==> src/rtl/spi_led_bank_pkg.sv <==
// spi_led_bank_pkg
//   Shared definitions for the SPI LED bank: command framing constants,
//   local-op encodings, SPI FSM states and the local-op priority encoder.
//   No ports; imported by the channel and top modules.
package spi_led_bank_pkg;

  localparam int CMD_RW_BIT = 7;
  localparam int CMD_ADDR_W = 7;
  localparam int CNT_W      = 6;

  typedef enum logic [1:0] {
    OP_INC = 2'd0,
    OP_DEC = 2'd1,
    OP_SHL = 2'd2,
    OP_SHR = 2'd3
  } op_code_e;

  typedef struct packed {
    logic     valid;
    op_code_e code;
  } op_t;

  localparam op_t OP_NONE = '{valid: 1'b0, code: OP_INC};

  typedef enum logic [1:0] {
    ST_IDLE = 2'd0,
    ST_CMD  = 2'd1,
    ST_DATA = 2'd2
  } spi_state_e;

  // When several button events hit a channel in the same cycle only the
  // highest-priority one survives: inc > dec > left > right.
  function automatic op_t encodeOp(input logic inc, input logic dec,
                                   input logic shl, input logic shr);
    op_t op;
    op.valid = inc | dec | shl | shr;
    if (inc)      op.code = OP_INC;
    else if (dec) op.code = OP_DEC;
    else if (shl) op.code = OP_SHL;
    else          op.code = OP_SHR;
    return op;
  endfunction

endpackage

==> src/rtl/spi_led_bank_if.sv <==
// spi_led_bank_if
//   Bundles the SPI pins, the per-channel button events and the LED/dirty
//   outputs of the LED bank.
//   master modport: drives csn/clk/mosi/write_en and button events,
//                   observes miso, led, dirty, read_needed.
//   slave modport : the LED bank side (mirror of master).
interface spi_led_bank_if #(
  parameter int NUM_CH = 4,
  parameter int WIDTH  = 8
);
  logic                    spi_csn;
  logic                    spi_clk;
  logic                    spi_mosi;
  logic                    spi_miso;
  logic                    spi_write_en;
  logic [NUM_CH-1:0]       increment;
  logic [NUM_CH-1:0]       decrement;
  logic [NUM_CH-1:0]       left;
  logic [NUM_CH-1:0]       right;
  logic                    read_needed;
  logic [NUM_CH-1:0]       dirty;
  logic [NUM_CH*WIDTH-1:0] led;

  modport master (
    output spi_csn, spi_clk, spi_mosi, spi_write_en,
    output increment, decrement, left, right,
    input  spi_miso, read_needed, dirty, led
  );

  modport slave (
    input  spi_csn, spi_clk, spi_mosi, spi_write_en,
    input  increment, decrement, left, right,
    output spi_miso, read_needed, dirty, led
  );
endinterface

==> src/rtl/spi_led_bank_channel.sv <==
// spi_led_bank_channel
//   One LED channel: value register, a single-entry pending-op slot used
//   while chip select is active, and the changed-since-last-read flag.
//   clk, rst        : clock, async active-high reset
//   csnActive_i     : synchronised chip select is low (frame in progress)
//   wrEn_i/wrData_i : SPI write commit for this channel
//   rdClr_i         : SPI read of this channel finished its last bit
//   dropPending_i   : channel was written in the frame that just ended
//   inc_i..right_i  : one-cycle button event pulses
//   led_o, dirty_o  : channel value and dirty flag
module spi_led_bank_channel
  import spi_led_bank_pkg::*;
#(
  parameter int WIDTH    = 8,
  parameter int SATURATE = 0
) (
  input  logic             clk,
  input  logic             rst,
  input  logic             csnActive_i,
  input  logic             wrEn_i,
  input  logic [WIDTH-1:0] wrData_i,
  input  logic             rdClr_i,
  input  logic             dropPending_i,
  input  logic             inc_i,
  input  logic             dec_i,
  input  logic             left_i,
  input  logic             right_i,
  output logic [WIDTH-1:0] led_o,
  output logic             dirty_o
);

  logic [WIDTH-1:0] value_q, value_d;
  op_t              pending_q, pending_d;
  logic             dirty_q, dirty_d;
  op_t              newOp;
  logic             setDirty;

  function automatic logic [WIDTH-1:0] applyOp(input logic [WIDTH-1:0] v,
                                               input op_code_e code);
    logic [WIDTH-1:0] r;
    case (code)
      OP_INC:  r = (SATURATE != 0 && v == '1) ? v : v + WIDTH'(1);
      OP_DEC:  r = (SATURATE != 0 && v == '0) ? v : v - WIDTH'(1);
      OP_SHL:  r = v << 1;
      default: r = v >> 1;
    endcase
    return r;
  endfunction

  // Decide this cycle's update. An SPI commit always wins and swallows any
  // coincident button event. Outside a frame a pending op is flushed first
  // (or discarded when the frame wrote this channel); a new event arriving
  // in the flush cycle takes the freed slot and is applied on the next
  // cycle. Inside a frame only the first event is kept. A dirty set beats a
  // same-cycle read clear.
  always_comb begin
    newOp     = encodeOp(inc_i, dec_i, left_i, right_i);
    value_d   = value_q;
    pending_d = pending_q;
    dirty_d   = dirty_q;
    setDirty  = 1'b0;
    if (wrEn_i) begin
      value_d  = wrData_i;
      setDirty = 1'b1;
    end else if (!csnActive_i && pending_q.valid) begin
      if (!dropPending_i) begin
        value_d  = applyOp(value_q, pending_q.code);
        setDirty = 1'b1;
      end
      pending_d = newOp;
    end else if (!csnActive_i && newOp.valid) begin
      value_d  = applyOp(value_q, newOp.code);
      setDirty = 1'b1;
    end else if (csnActive_i && newOp.valid && !pending_q.valid) begin
      pending_d = newOp;
    end
    if (setDirty) begin
      dirty_d = 1'b1;
    end else if (rdClr_i) begin
      dirty_d = 1'b0;
    end
  end

  // Channel state register.
  always_ff @(posedge clk or posedge rst) begin
    if (rst) begin
      value_q   <= '0;
      pending_q <= OP_NONE;
      dirty_q   <= 1'b0;
    end else begin
      value_q   <= value_d;
      pending_q <= pending_d;
      dirty_q   <= dirty_d;
    end
  end

  assign led_o   = value_q;
  assign dirty_o = dirty_q;

endmodule

==> src/rtl/spi_led_bank.sv <==
// spi_led_bank
//   SPI mode-0 slave exposing NUM_CH WIDTH-bit LED registers plus a status
//   word (dirty flags at address NUM_CH). Frame: command byte {rw, addr}
//   followed by WIDTH-bit words with address auto-increment.
//   clk   : system clock (spi_clk must be at most clk/8)
//   reset : asynchronous active-high reset, released synchronously
//   bus   : spi_led_bank_if slave modport (SPI pins, button events,
//           led/dirty/read_needed outputs)
module spi_led_bank
  import spi_led_bank_pkg::*;
#(
  parameter int NUM_CH   = 4,
  parameter int WIDTH    = 8,
  parameter int SATURATE = 0
) (
  input logic           clk,
  input logic           reset,
  spi_led_bank_if.slave bus
);

  logic [1:0]            rstSync_q;
  logic                  rst;
  logic [2:0]            csnSync_q;
  logic [2:0]            sclkSync_q;
  logic [1:0]            mosiSync_q;
  logic                  csnS, mosiS, csnFall, csnRise, sclkRise, sclkFall, csnActive;

  spi_state_e            state_q, state_d;
  logic [CNT_W-1:0]      bitCnt_q, bitCnt_d;
  logic [6:0]            cmdShift_q, cmdShift_d;
  logic [WIDTH-1:0]      rxShift_q, rxShift_d;
  logic [WIDTH-1:0]      txShift_q, txShift_d;
  logic [CMD_ADDR_W-1:0] addr_q, addr_d;
  logic                  rw_q, rw_d;
  logic                  loadReq_q, loadReq_d;
  logic                  skipFall_q, skipFall_d;
  logic                  wordDone;
  logic [NUM_CH-1:0]     wroteInFrame_q;

  logic [NUM_CH-1:0]       wrEnVec, rdClrVec, dirtyBus;
  logic [NUM_CH*WIDTH-1:0] ledBus;
  logic [WIDTH-1:0]        readWord;

  // Reset asserts immediately but releases only on a clock edge so no
  // flop leaves reset in the middle of a cycle.
  always_ff @(posedge clk or posedge reset) begin
    if (reset) rstSync_q <= 2'b11;
    else       rstSync_q <= {rstSync_q[0], 1'b0};
  end
  assign rst = rstSync_q[1];

  // Two-flop synchronisers; the third csn/sclk stage holds the previous
  // synchronised value for edge detection. csn idles high.
  always_ff @(posedge clk or posedge rst) begin
    if (rst) begin
      csnSync_q  <= 3'b111;
      sclkSync_q <= 3'b000;
      mosiSync_q <= 2'b00;
    end else begin
      csnSync_q  <= {csnSync_q[1:0], bus.spi_csn};
      sclkSync_q <= {sclkSync_q[1:0], bus.spi_clk};
      mosiSync_q <= {mosiSync_q[0], bus.spi_mosi};
    end
  end

  assign csnS      = csnSync_q[1];
  assign mosiS     = mosiSync_q[1];
  assign csnFall   = !csnSync_q[1] && csnSync_q[2];
  assign csnRise   = csnSync_q[1] && !csnSync_q[2];
  assign sclkRise  = sclkSync_q[1] && !sclkSync_q[2];
  assign sclkFall  = !sclkSync_q[1] && sclkSync_q[2];
  assign csnActive = !csnS;

  // SPI framing FSM. Bits are taken on synced sclk rises; MISO shifts on
  // falls. Right after a word boundary the fresh snapshot is loaded, and the
  // fall that follows the boundary rise must not shift it, so skipFall
  // eats exactly that one fall. The snapshot load is applied last so it
  // wins over anything else touching the transmit register.
  always_comb begin
    state_d    = state_q;
    bitCnt_d   = bitCnt_q;
    cmdShift_d = cmdShift_q;
    rxShift_d  = rxShift_q;
    txShift_d  = txShift_q;
    addr_d     = addr_q;
    rw_d       = rw_q;
    loadReq_d  = 1'b0;
    skipFall_d = skipFall_q;
    wordDone   = 1'b0;
    unique case (state_q)
      ST_IDLE: begin
        if (csnFall) begin
          state_d    = ST_CMD;
          bitCnt_d   = '0;
          txShift_d  = '0;
          skipFall_d = 1'b0;
        end
      end
      ST_CMD: begin
        if (csnRise) begin
          state_d = ST_IDLE;
        end else if (sclkRise) begin
          cmdShift_d = {cmdShift_q[5:0], mosiS};
          bitCnt_d   = bitCnt_q + CNT_W'(1);
          if (bitCnt_q == CNT_W'(7)) begin
            rw_d      = cmdShift_q[CMD_RW_BIT-1];
            addr_d    = {cmdShift_q[5:0], mosiS};
            bitCnt_d  = '0;
            state_d   = ST_DATA;
            loadReq_d = 1'b1;
          end
        end
      end
      ST_DATA: begin
        if (csnRise) begin
          state_d = ST_IDLE;
        end else if (sclkRise) begin
          rxShift_d = (rxShift_q << 1) | WIDTH'(mosiS);
          bitCnt_d  = bitCnt_q + CNT_W'(1);
          if (bitCnt_q == CNT_W'(WIDTH - 1)) begin
            wordDone  = 1'b1;
            bitCnt_d  = '0;
            addr_d    = addr_q + CMD_ADDR_W'(1);
            loadReq_d = 1'b1;
          end
        end else if (sclkFall) begin
          if (skipFall_q) skipFall_d = 1'b0;
          else            txShift_d  = txShift_q << 1;
        end
      end
      default: state_d = ST_IDLE;
    endcase
    if (loadReq_q) begin
      txShift_d  = readWord;
      skipFall_d = 1'b1;
    end
  end

  // SPI FSM state register.
  always_ff @(posedge clk or posedge rst) begin
    if (rst) begin
      state_q    <= ST_IDLE;
      bitCnt_q   <= '0;
      cmdShift_q <= '0;
      rxShift_q  <= '0;
      txShift_q  <= '0;
      addr_q     <= '0;
      rw_q       <= 1'b0;
      loadReq_q  <= 1'b0;
      skipFall_q <= 1'b0;
    end else begin
      state_q    <= state_d;
      bitCnt_q   <= bitCnt_d;
      cmdShift_q <= cmdShift_d;
      rxShift_q  <= rxShift_d;
      txShift_q  <= txShift_d;
      addr_q     <= addr_d;
      rw_q       <= rw_d;
      loadReq_q  <= loadReq_d;
      skipFall_q <= skipFall_d;
    end
  end

  // Word-boundary decode: a completed write word commits only when the
  // global gate is open and the address names a real channel; a completed
  // read word clears that channel's dirty flag. Status and out-of-range
  // addresses decode to nothing.
  always_comb begin
    wrEnVec  = '0;
    rdClrVec = '0;
    for (int c = 0; c < NUM_CH; c++) begin
      wrEnVec[c]  = wordDone && !rw_q && bus.spi_write_en &&
                    (addr_q == CMD_ADDR_W'(c));
      rdClrVec[c] = wordDone && rw_q && (addr_q == CMD_ADDR_W'(c));
    end
  end

  // Remember which channels the current frame wrote so their queued button
  // op is discarded at frame end; forgotten once that flush cycle passes.
  always_ff @(posedge clk or posedge rst) begin
    if (rst)          wroteInFrame_q <= '0;
    else if (csnRise) wroteInFrame_q <= '0;
    else              wroteInFrame_q <= wroteInFrame_q | wrEnVec;
  end

  // Read mux: channel value, dirty flags at the status address, zero above.
  always_comb begin
    readWord = '0;
    for (int c = 0; c < NUM_CH; c++) begin
      if (addr_q == CMD_ADDR_W'(c)) readWord = ledBus[c*WIDTH +: WIDTH];
    end
    if (addr_q == CMD_ADDR_W'(NUM_CH)) readWord[NUM_CH-1:0] = dirtyBus;
  end

  for (genvar c = 0; c < NUM_CH; c++) begin : g_ch
    spi_led_bank_channel #(
      .WIDTH   (WIDTH),
      .SATURATE(SATURATE)
    ) u_ch (
      .clk          (clk),
      .rst          (rst),
      .csnActive_i  (csnActive),
      .wrEn_i       (wrEnVec[c]),
      .wrData_i     (rxShift_d),
      .rdClr_i      (rdClrVec[c]),
      .dropPending_i(wroteInFrame_q[c]),
      .inc_i        (bus.increment[c]),
      .dec_i        (bus.decrement[c]),
      .left_i       (bus.left[c]),
      .right_i      (bus.right[c]),
      .led_o        (ledBus[c*WIDTH +: WIDTH]),
      .dirty_o      (dirtyBus[c])
    );
  end

  assign bus.led         = ledBus;
  assign bus.dirty       = dirtyBus;
  assign bus.read_needed = |dirtyBus;
  assign bus.spi_miso    = (state_q == ST_DATA) && txShift_q[WIDTH-1];

endmodule

==> src/flat_wrapper.sv <==
// flat-port wrapper written by rule: the top's interface ports become plain ports
module spi_led_bank_flat import spi_led_bank_pkg::*;
#(
  parameter int NUM_CH   = 4,
  parameter int WIDTH    = 8,
  parameter int SATURATE = 0
)
  (clk, reset, bus_spi_csn, bus_spi_clk, bus_spi_mosi, bus_spi_write_en, bus_increment, bus_decrement, bus_left, bus_right, bus_spi_miso, bus_read_needed, bus_dirty, bus_led);
  spi_led_bank_if #(.NUM_CH(NUM_CH), .WIDTH(WIDTH)) bus_i ();
  input logic clk;
  input logic reset;
  input wire logic [$bits(bus_i.spi_csn)-1:0] bus_spi_csn;
  input wire logic [$bits(bus_i.spi_clk)-1:0] bus_spi_clk;
  input wire logic [$bits(bus_i.spi_mosi)-1:0] bus_spi_mosi;
  input wire logic [$bits(bus_i.spi_write_en)-1:0] bus_spi_write_en;
  input wire logic [$bits(bus_i.increment)-1:0] bus_increment;
  input wire logic [$bits(bus_i.decrement)-1:0] bus_decrement;
  input wire logic [$bits(bus_i.left)-1:0] bus_left;
  input wire logic [$bits(bus_i.right)-1:0] bus_right;
  output wire logic [$bits(bus_i.spi_miso)-1:0] bus_spi_miso;
  output wire logic [$bits(bus_i.read_needed)-1:0] bus_read_needed;
  output wire logic [$bits(bus_i.dirty)-1:0] bus_dirty;
  output wire logic [$bits(bus_i.led)-1:0] bus_led;
  assign bus_i.spi_csn = bus_spi_csn;
  assign bus_i.spi_clk = bus_spi_clk;
  assign bus_i.spi_mosi = bus_spi_mosi;
  assign bus_i.spi_write_en = bus_spi_write_en;
  assign bus_i.increment = bus_increment;
  assign bus_i.decrement = bus_decrement;
  assign bus_i.left = bus_left;
  assign bus_i.right = bus_right;
  assign bus_spi_miso = bus_i.spi_miso;
  assign bus_read_needed = bus_i.read_needed;
  assign bus_dirty = bus_i.dirty;
  assign bus_led = bus_i.led;
  spi_led_bank #(.NUM_CH(NUM_CH), .WIDTH(WIDTH), .SATURATE(SATURATE)) u_core (.clk(clk), .reset(reset), .bus(bus_i));
endmodule
==> config.mk <==
export PLATFORM = sky130hd
export DESIGN_NAME = spi_led_bank_flat
export DESIGN_NICKNAME = d
export VERILOG_FILES = /design/src/rtl/spi_led_bank_pkg.sv /design/src/rtl/spi_led_bank_if.sv /design/src/rtl/spi_led_bank_channel.sv /design/src/rtl/spi_led_bank.sv /design/src/flat_wrapper.sv
export SDC_FILE = /design/constraint.sdc
export NUM_CORES = 1
export LEC_CHECK = 0
export CAP_MARGIN = 20
export CORE_MARGIN = 1
export CORE_UTILIZATION = 65
export CTS_CLUSTER_DIAMETER = 30
export CTS_CLUSTER_SIZE = 10
export DETAILED_ROUTE_END_ITERATION = 16
export PLACE_DENSITY = 0.87
export RECOVER_POWER = 25
export SETUP_SLACK_MARGIN = 0.15
export SLEW_MARGIN = 20
export SYNTH_ARGS = -nofsm -noshare
export SYNTH_HDL_FRONTEND = slang
export SYNTH_SLANG_ARGS = --single-unit
==> constraint.sdc <==
create_clock -name clk -period 8.65 [get_ports clk]
set_input_delay 2.1625 -clock clk [delete_from_list [all_inputs] [get_ports clk]]
set_output_delay 2.1625 -clock clk [all_outputs]
set_load 0.05 [all_outputs]
# [Word-level counts from Yosys, hierarchy flattened]
# Index checks and enable logic that the tools add are counted.
[word_totals] ff_bits=103 in_bits=22
[op_classes] addsub=10 eq_ne=48 mux=117 bitwise_logic=19 n_reduce_logical=83
[op_table] operator="$mux W8" count=29
[op_table] operator="$pmux W8 S3" count=8
[op_table] operator="$mux W7" count=6
[op_table] operator="$mux W1" count=38
[op_table] operator="$mux W3" count=12
[op_table] operator="$add A8 B1 Y8 const B" count=4
[op_table] operator="$logic_and A1 B1 Y1" count=32
[op_table] operator="$sub A8 B1 Y8 const B" count=4
[op_table] operator="$mux W2" count=13
[op_table] operator="$mux W6" count=4
[op_table] operator="$reduce_bool A2 Y1" count=10
[op_table] operator="$eq A2 B1 Y1 const B" count=9
[op_table] operator="$eq A2 B2 Y1 const B" count=9
[op_table] operator="$logic_not A2 Y1" count=9
[op_table] operator="$ne A3 B3 Y1 const B" count=6
[op_table] operator="$pmux W8 S2" count=1
[op_table] operator="$reduce_and A3 Y1" count=5
[op_table] operator="$reduce_bool A3 Y1" count=5
[op_table] operator="$eq A7 B2 Y1 const B" count=2
[op_table] operator="$ne A2 B1 Y1 const B" count=7
[op_table] operator="$ne A2 B2 Y1 const B" count=7
[op_table] operator="$pmux W7 S2" count=1
[op_table] operator="$ne A3 B1 Y1 const B" count=4
[op_table] operator="$or A1 B1 Y1" count=12
[op_table] operator="other kinds (22)" count=40

# [Depth between registers and ports, before layout]
[depth] word_depth=10 mapped_depth=9

# [Modules after synthesis]
# From an unflattened synthesis, not the netlist that was laid out.
[hier_totals] cells_unflattened=1096 area_unflattened_um2=8858.5
[by_module_without_submodules] module="spi_led_bank_channel at u_core.g_ch[2].u_ch ..." instances=2 cells_per_inst=210 area_each_um2=1515.2 seq_area_each_um2=300.3
[by_module_without_submodules] module="spi_led_bank" instances=1 cells_per_inst=306 area_each_um2=2985.4 seq_area_each_um2=1382.6
[by_module_without_submodules] module="spi_led_bank_channel at u_core.g_ch[0].u_ch ..." instances=2 cells_per_inst=185 area_each_um2=1421.4 seq_area_each_um2=300.3

# [Worst setup path before layout]
# Ideal clock, no wire load.
[synth_path] path_kind="reg-to-output" start="register u_core.state_q[0]" end="output port bus_spi_miso" arrival_ns=1.835 path_slack_ns=4.652 stages_incl_launch_ff=7 path_buffers=3 path_cell_list="dfrtp_1 inv_1 ha_1 clkbuf_1 clkbuf_1 clkbuf_1 and2_1"
[synth_via] elab_chain_len=2
[synth_lines] item="start, declared" line="spi_led_bank.sv:28" text="spi_state_e state_q, state_d;"
[synth_lines] item="start signal, assigned" line="spi_led_bank.sv:152" text="state_q <= state_d;"
[synth_lines] item="$eq A2 B2 Y1" line="spi_led_bank.sv:219" text="assign bus.spi_miso = (state_q == ST_DATA) && txShift_q[WIDTH-1];"
[synth_lines] item="$logic_and A1 B1 Y1" line="spi_led_bank.sv:219"
[synth_lines] item="end, declared" line="flat_wrapper.sv:20" text="output wire logic [$bits(bus_i.spi_miso)-1:0] bus_spi_miso;"
# Every way passes these cells.

# [Worst setup path after layout]
[layout_path] start="input port bus_increment[3]" end="register u_core.g_ch[3].u_ch.value_q[0]"
[layout_via] elab_chain_len=6
[layout_lines] item="start, declared" line="flat_wrapper.sv:16" text="input wire logic [$bits(bus_i.increment)-1:0] bus_increment;"
[layout_lines] item="$mux W2 / $or A1 B1 Y1 (equally long branches)" line="spi_led_bank_pkg.sv:37, spi_led_bank_pkg.sv:36"
[layout_lines] item="$eq A2 B2 Y1 (tied with other cells)" line="spi_led_bank_channel.sv:41" text="case (code)"
[layout_lines] item="$pmux W8 S3 / $or A1 B1 Y1 (equally long branches)" line="spi_led_bank_channel.sv:41, spi_led_bank_pkg.sv:36"
[layout_lines] item="$mux W8 / $logic_and A1 B1 Y1 (equally long branches)" line="spi_led_bank_channel.sv:71" text="end else if (!csnActive_i && newOp.valid) begin"
[layout_lines] item="$mux W8 / $reduce_bool A3 Y1 (equally long branches)"
[layout_lines] item="$mux W8 / $reduce_and A2 Y1 (equally long branches)"
[layout_lines] item="end signal, assigned" line="spi_led_bank_channel.sv:91" text="value_q <= value_d;"
[layout_lines] item="end, declared" line="spi_led_bank_channel.sv:32" text="logic [WIDTH-1:0] value_q, value_d;"
# Parallel ways exist; a longest one is shown, timed or not. The select of a mux whose other input is x is not followed.
# A chain may end at the register's enable or synchronous reset.

==> results.txt <==
- Max FO, Critical Path: 19
* Category of the worst setup path launch point: primary input
- Setup violations remaining at the end of the flow were counted as 0.
* Pre-CTS WS: about 3.8 ns
- VDD sags by at most 174.8 uV.
- Clock Sink Count: 103
* Clock network fraction of design power: between 10% and 20%
- The worst register-to-register path begins at u_core.rstSync_q[1]$_DFF_PP1_.
- Crit Path Class: in -> reg
* Capture instance of the worst register-to-register path: u_core.g_ch[2].u_ch.led_o[6]$_DFFE_PP0P_
- Number of antenna violations at the first check in global routing: 0
- The first global-routing pass estimated roughly 38000 um of wire.
- The final layout contains 1072 nets.
- On the worst path, the slowest cell contributes a delay of between 0.7 and 0.8 ns.
- Number of I/O port buffers: between 50 and 60
* Core Region: 12670 um^2
- Cell seen most often among critical-path stages: nor3_1
- Violated checks: capacitance limit, slew limit
- The smallest clock period supported by the final layout is computed as 4.607 ns.
* Worst hold path type: reg -> reg
* Number of buffers inserted during clock tree synthesis: 9
* Dpl hpwl: around 16000 um
* Average via count per standard cell: 6.956
* Mean post-synth cell area: between 7 and 8 um^2
* Number of flops mapped to enable cells by yosys: 0
- The die covers around 14000 um^2.
- Run status: complete, but fails checks
- After detailed routing, the average wire length per cell comes to 19.67 um.
* I/O Pins: 60
- Floorplan die width: roughly 120 um
* Chain of cells forming the critical path: clkdlybuf4s50_1 -> nor3_1 -> nand2b_1 -> o211ai_1 -> nor3_1 -> a211oi_1 -> a21oi_1
* Ratio of total power to cell area: about 240 nW/um^2
* Crit-path slowest cell: o211ai_1
- Fraction of the cycle the final worst path needs: 53.26%
* Worst R2R Path Depth: 2
- Clock network latency to the later pin of the worst-skew pair: roughly 0.35 ns
- Maximum operating frequency: roughly 220 MHz
* Die Y-Extent: 116.2 um
* Count of hold-fix buffers inserted at cts: 0
* Iteration-0 DRC Markers: approximately 1200
- For the pin with the worst max-slew slack, the measured transition is 2.683 ns.
- In this run, placement finished with an instance count of roughly 1200.
- Static leakage power: approximately 3.6 nW
* Buffer cell driving the clock tree root: clkbuf_16
* Required time of the critical path: approximately 8.9 ns
- Cell row count: between 40 and 50
* Remaining number of nets flagged by the antenna check after routing: 0
- In this run the number of H-tree levels came out at 3.
- Critical Path Sink Type: flop
- Net load switching power: roughly 1 mW
- Counting every net in the synthesized netlist gives 1102.
* Clock Pin Slew Worst Setup and Hold Paths: approximately 0.07 ns
- TritonCTS built the clock tree.
- Beginning of the worst hold path: u_core.sclkSync_q[0]$_DFF_PP0_
* Register area share after synthesis: between 30% and 40%
- Per report_power, the sequential group accounts for 38.4% of the total.
- The total overflow left after global routing is 0.
- Final wirelength: ~24000 um
- Setup repair after global routing left no endpoint under its margin.
- The synthesized netlist occupies a cell area of approximately 8500 um^2.
- Critical path arrival: slightly below 5 ns
- Syn-to-layout area delta: 8.651%
* Yosys warning total: 0
- The congestion estimate from routability-driven global placement came to 0.9898.
- Combinational logic burns a little over two fifths of the power.
* Number of unique standard cell types used by synthesis: 75
* Worst reg2reg setup slack: around 4.5 ns
- Once layout is complete, the cells apart from fillers number about 1200.
* GRT Util Overall: 36.12%
- Fraction of final layout cells with drive strength greater than 1: just under 7%
- Once the floorplan was initialized, standard cells occupied between 60% and 70% of the core.
- Setup TNS: 0 ns
- In the synthesized netlist the dominant register cell turns out to be dfrtp_1.
* Via count of the routed design: 8424
- Number of resized instances in the post-cts repair step: 0
- The tool flagged a number of max-cap violations equal to 2.
* Maximum buffer depth of the clock tree: 2
- Once the clock tree was built, the setup fixing pass inserted 0 buffers.
- Async set-reset flop share out of synthesis: 100.0%
- The via count of the first global-routing pass was 7489.
- The number of antenna diodes in the final layout is 0.
- Synthesis inferred between 100 and 150 register bits.
- Endpoints failing hold: 0
- After layout, the worst setup slack is about 4 ns.
* Worst Clk Skew: 0.005805 ns
- The count of pins over their slew limit is 104.
- In the routed design, unresolved DRC markers number 0.
* Number of instances on the worst hold path: 0
- Entering global routing, the biggest net connects 52 pins.
- Internal cell power: approximately 1.2 mW
- Switching Share: 44.93%
- Filler instances: just under 1000
- Counting every instance in the synthesized netlist gives 1064.
- End point of the worst hold path: u_core.sclkSync_q[1]$_DFF_PP0_
* Slew Limit Headroom: -78.87%
- The pre-antenna-repair detailed-routing pass consisted of 6 iterations.
-- final cells by class --
type	instances	area, um^2	area share [%]
Sequential cell	103	2584	28.06
Clock buffer	10	239.0	2.595
Inverter	41	155.1	1.685
Multi-Input combinational cell	815	5323	57.80
Clock inverter	6	68.82	0.7473
Tap cell	172	215.2	2.337
Timing Repair Buffer	64	624.3	6.780
-- power groups by stage --
stage	Combinational (mW)	Sequential [mW]	Clock, mW
finish	0.911	0.832	0.422
global route	0.993	0.850	0.447
CTS	0.901	0.823	0.425
detailed placement	0.893	0.829	0
global placement	0.879	0.826	0
floorplan	0.686	0.782	0
-- sequential cells by signal, indices dropped and copies added, names as in the netlist, 3 cells and up --
signal / count
u_core.rxShift_q: 8
u_core.cmdShift_q: 7
u_core.g_ch.u_ch.pending_q: 12
u_core.csnSync_q: 3
u_core.bitCnt_q: 6
u_core.g_ch.u_ch.led_o: 32
u_core.wroteInFrame_q: 4
u_core.g_ch.u_ch.dirty_o: 4
u_core.addr_q: 7
u_core.sclkSync_q: 3
u_core.txShift_q: 8
-- cell families (layout without fill, tap and decap cells) --
logic type	Yosys count	in the layout	share of synthesized area [%]
DFF	103	103	30.48
other	1	1	0.04424
buffers and inverters	146	121	6.791
and+or+nand+nor	350	350	21.42
AOI/OAI and AO/OA	345	345	26.93
adders and majority gates	16	16	2.362
muxes	59	59	7.425
xor gates and xnor gates	44	44	4.547
-- through the flow --
stage	instance area (um^2)	hold slack (ns)	total power, mW	util [%]
after global placement	8906	0.3353	1.705	70.29
final	9209	0.3551	2.165	72.68
after CTS	9214	0.3597	2.149	72.72
after detailed placement	8906	0.3449	1.722	70.29
after floorplan	8476	0.3312	1.468	-
after global routing	9209	0.3600	2.290	72.68
-- worst max-delay path: cells and delay by family --
kind            cells  cell delay (ns)
simple gates        3             0.79
buf+inv             1             0.73
compound gates      3             1.11
-- per-layer routing --
layer  vias up  wire length (um)  global-route usage [%]
li1       3851                 -                       -
met1      3968              9877                   50.50
met2       521             10890                   55.91
met3        84              2251                   6.642
met4         0               802                   13.68
met5         -                 0                       0
-- worst max path at each step --
stage	slack, ns	to	start
after detailed placement	3.82	u_core.g_ch[2].u_ch.led_o[5]$_DFFE_PP0P_	bus_increment[2]
after global placement	3.95	u_core.g_ch[2].u_ch.led_o[5]$_DFFE_PP0P_	bus_increment[2]
final	4.04	u_core.g_ch[3].u_ch.led_o[0]$_DFFE_PP0P_	bus_increment[3]
after CTS	4.16	u_core.g_ch[3].u_ch.led_o[0]$_DFFE_PP0P_	bus_increment[3]
after floorplan	4.65	bus_spi_miso	u_core.state_q[0]$_DFFE_PP0P_
after global routing	3.55	u_core.g_ch[3].u_ch.led_o[7]$_DFFE_PP0P_	u_core.rstSync_q[1]$_DFF_PP1_
-- cell usage in the layout, fill, tap and decap left out, drive strengths merged, types with 9 or more instances in the layout --
master | Yosys | routed
a2111oi | 10 | 10
a211oi | 22 | 22
a21oi | 68 | 68
a221oi | 9 | 9
a31oi | 20 | 20
and2 | 9 | 9
and3 | 17 | 17
clkbuf | 87 | 11
clkdlybuf4s50 | 0 | 59
dfrtp | 98 | 98
ha | 16 | 16
inv | 41 | 41
mux2 | 31 | 31
mux2i | 28 | 28
nand2 | 78 | 78
nand2b | 17 | 17
nand3 | 40 | 40
nor2 | 85 | 85
nor2b | 15 | 15
nor3 | 34 | 34
o211ai | 18 | 18
o21ai | 93 | 93
o22ai | 10 | 10
xnor2 | 26 | 26
xor2 | 18 | 18
-- Yosys cell counts, types with 15 or more instances --
cell type  count  area (um^2)
a211oi_1      22        165.2
a21oi_1       68        340.3
a31oi_1       20        125.1
and3_1        17        106.4
clkbuf_1      87        326.6
dfrtp_1       98         2452
ha_1          16        200.2
inv_1         41        153.9
mux2_2        31        349.1
mux2i_1       28        280.3
nand2_1       78        292.8
nand2b_1      17        106.4
nand3_1       40        200.2
nor2_1        85        319.1
nor2b_1       15        93.84
nor3_1        34        170.2
o211ai_1      18        135.1
o21ai_0       92        460.4
xnor2_1       26        227.7
xor2_1        18        157.7
Power figures use the tool's default switching activity.
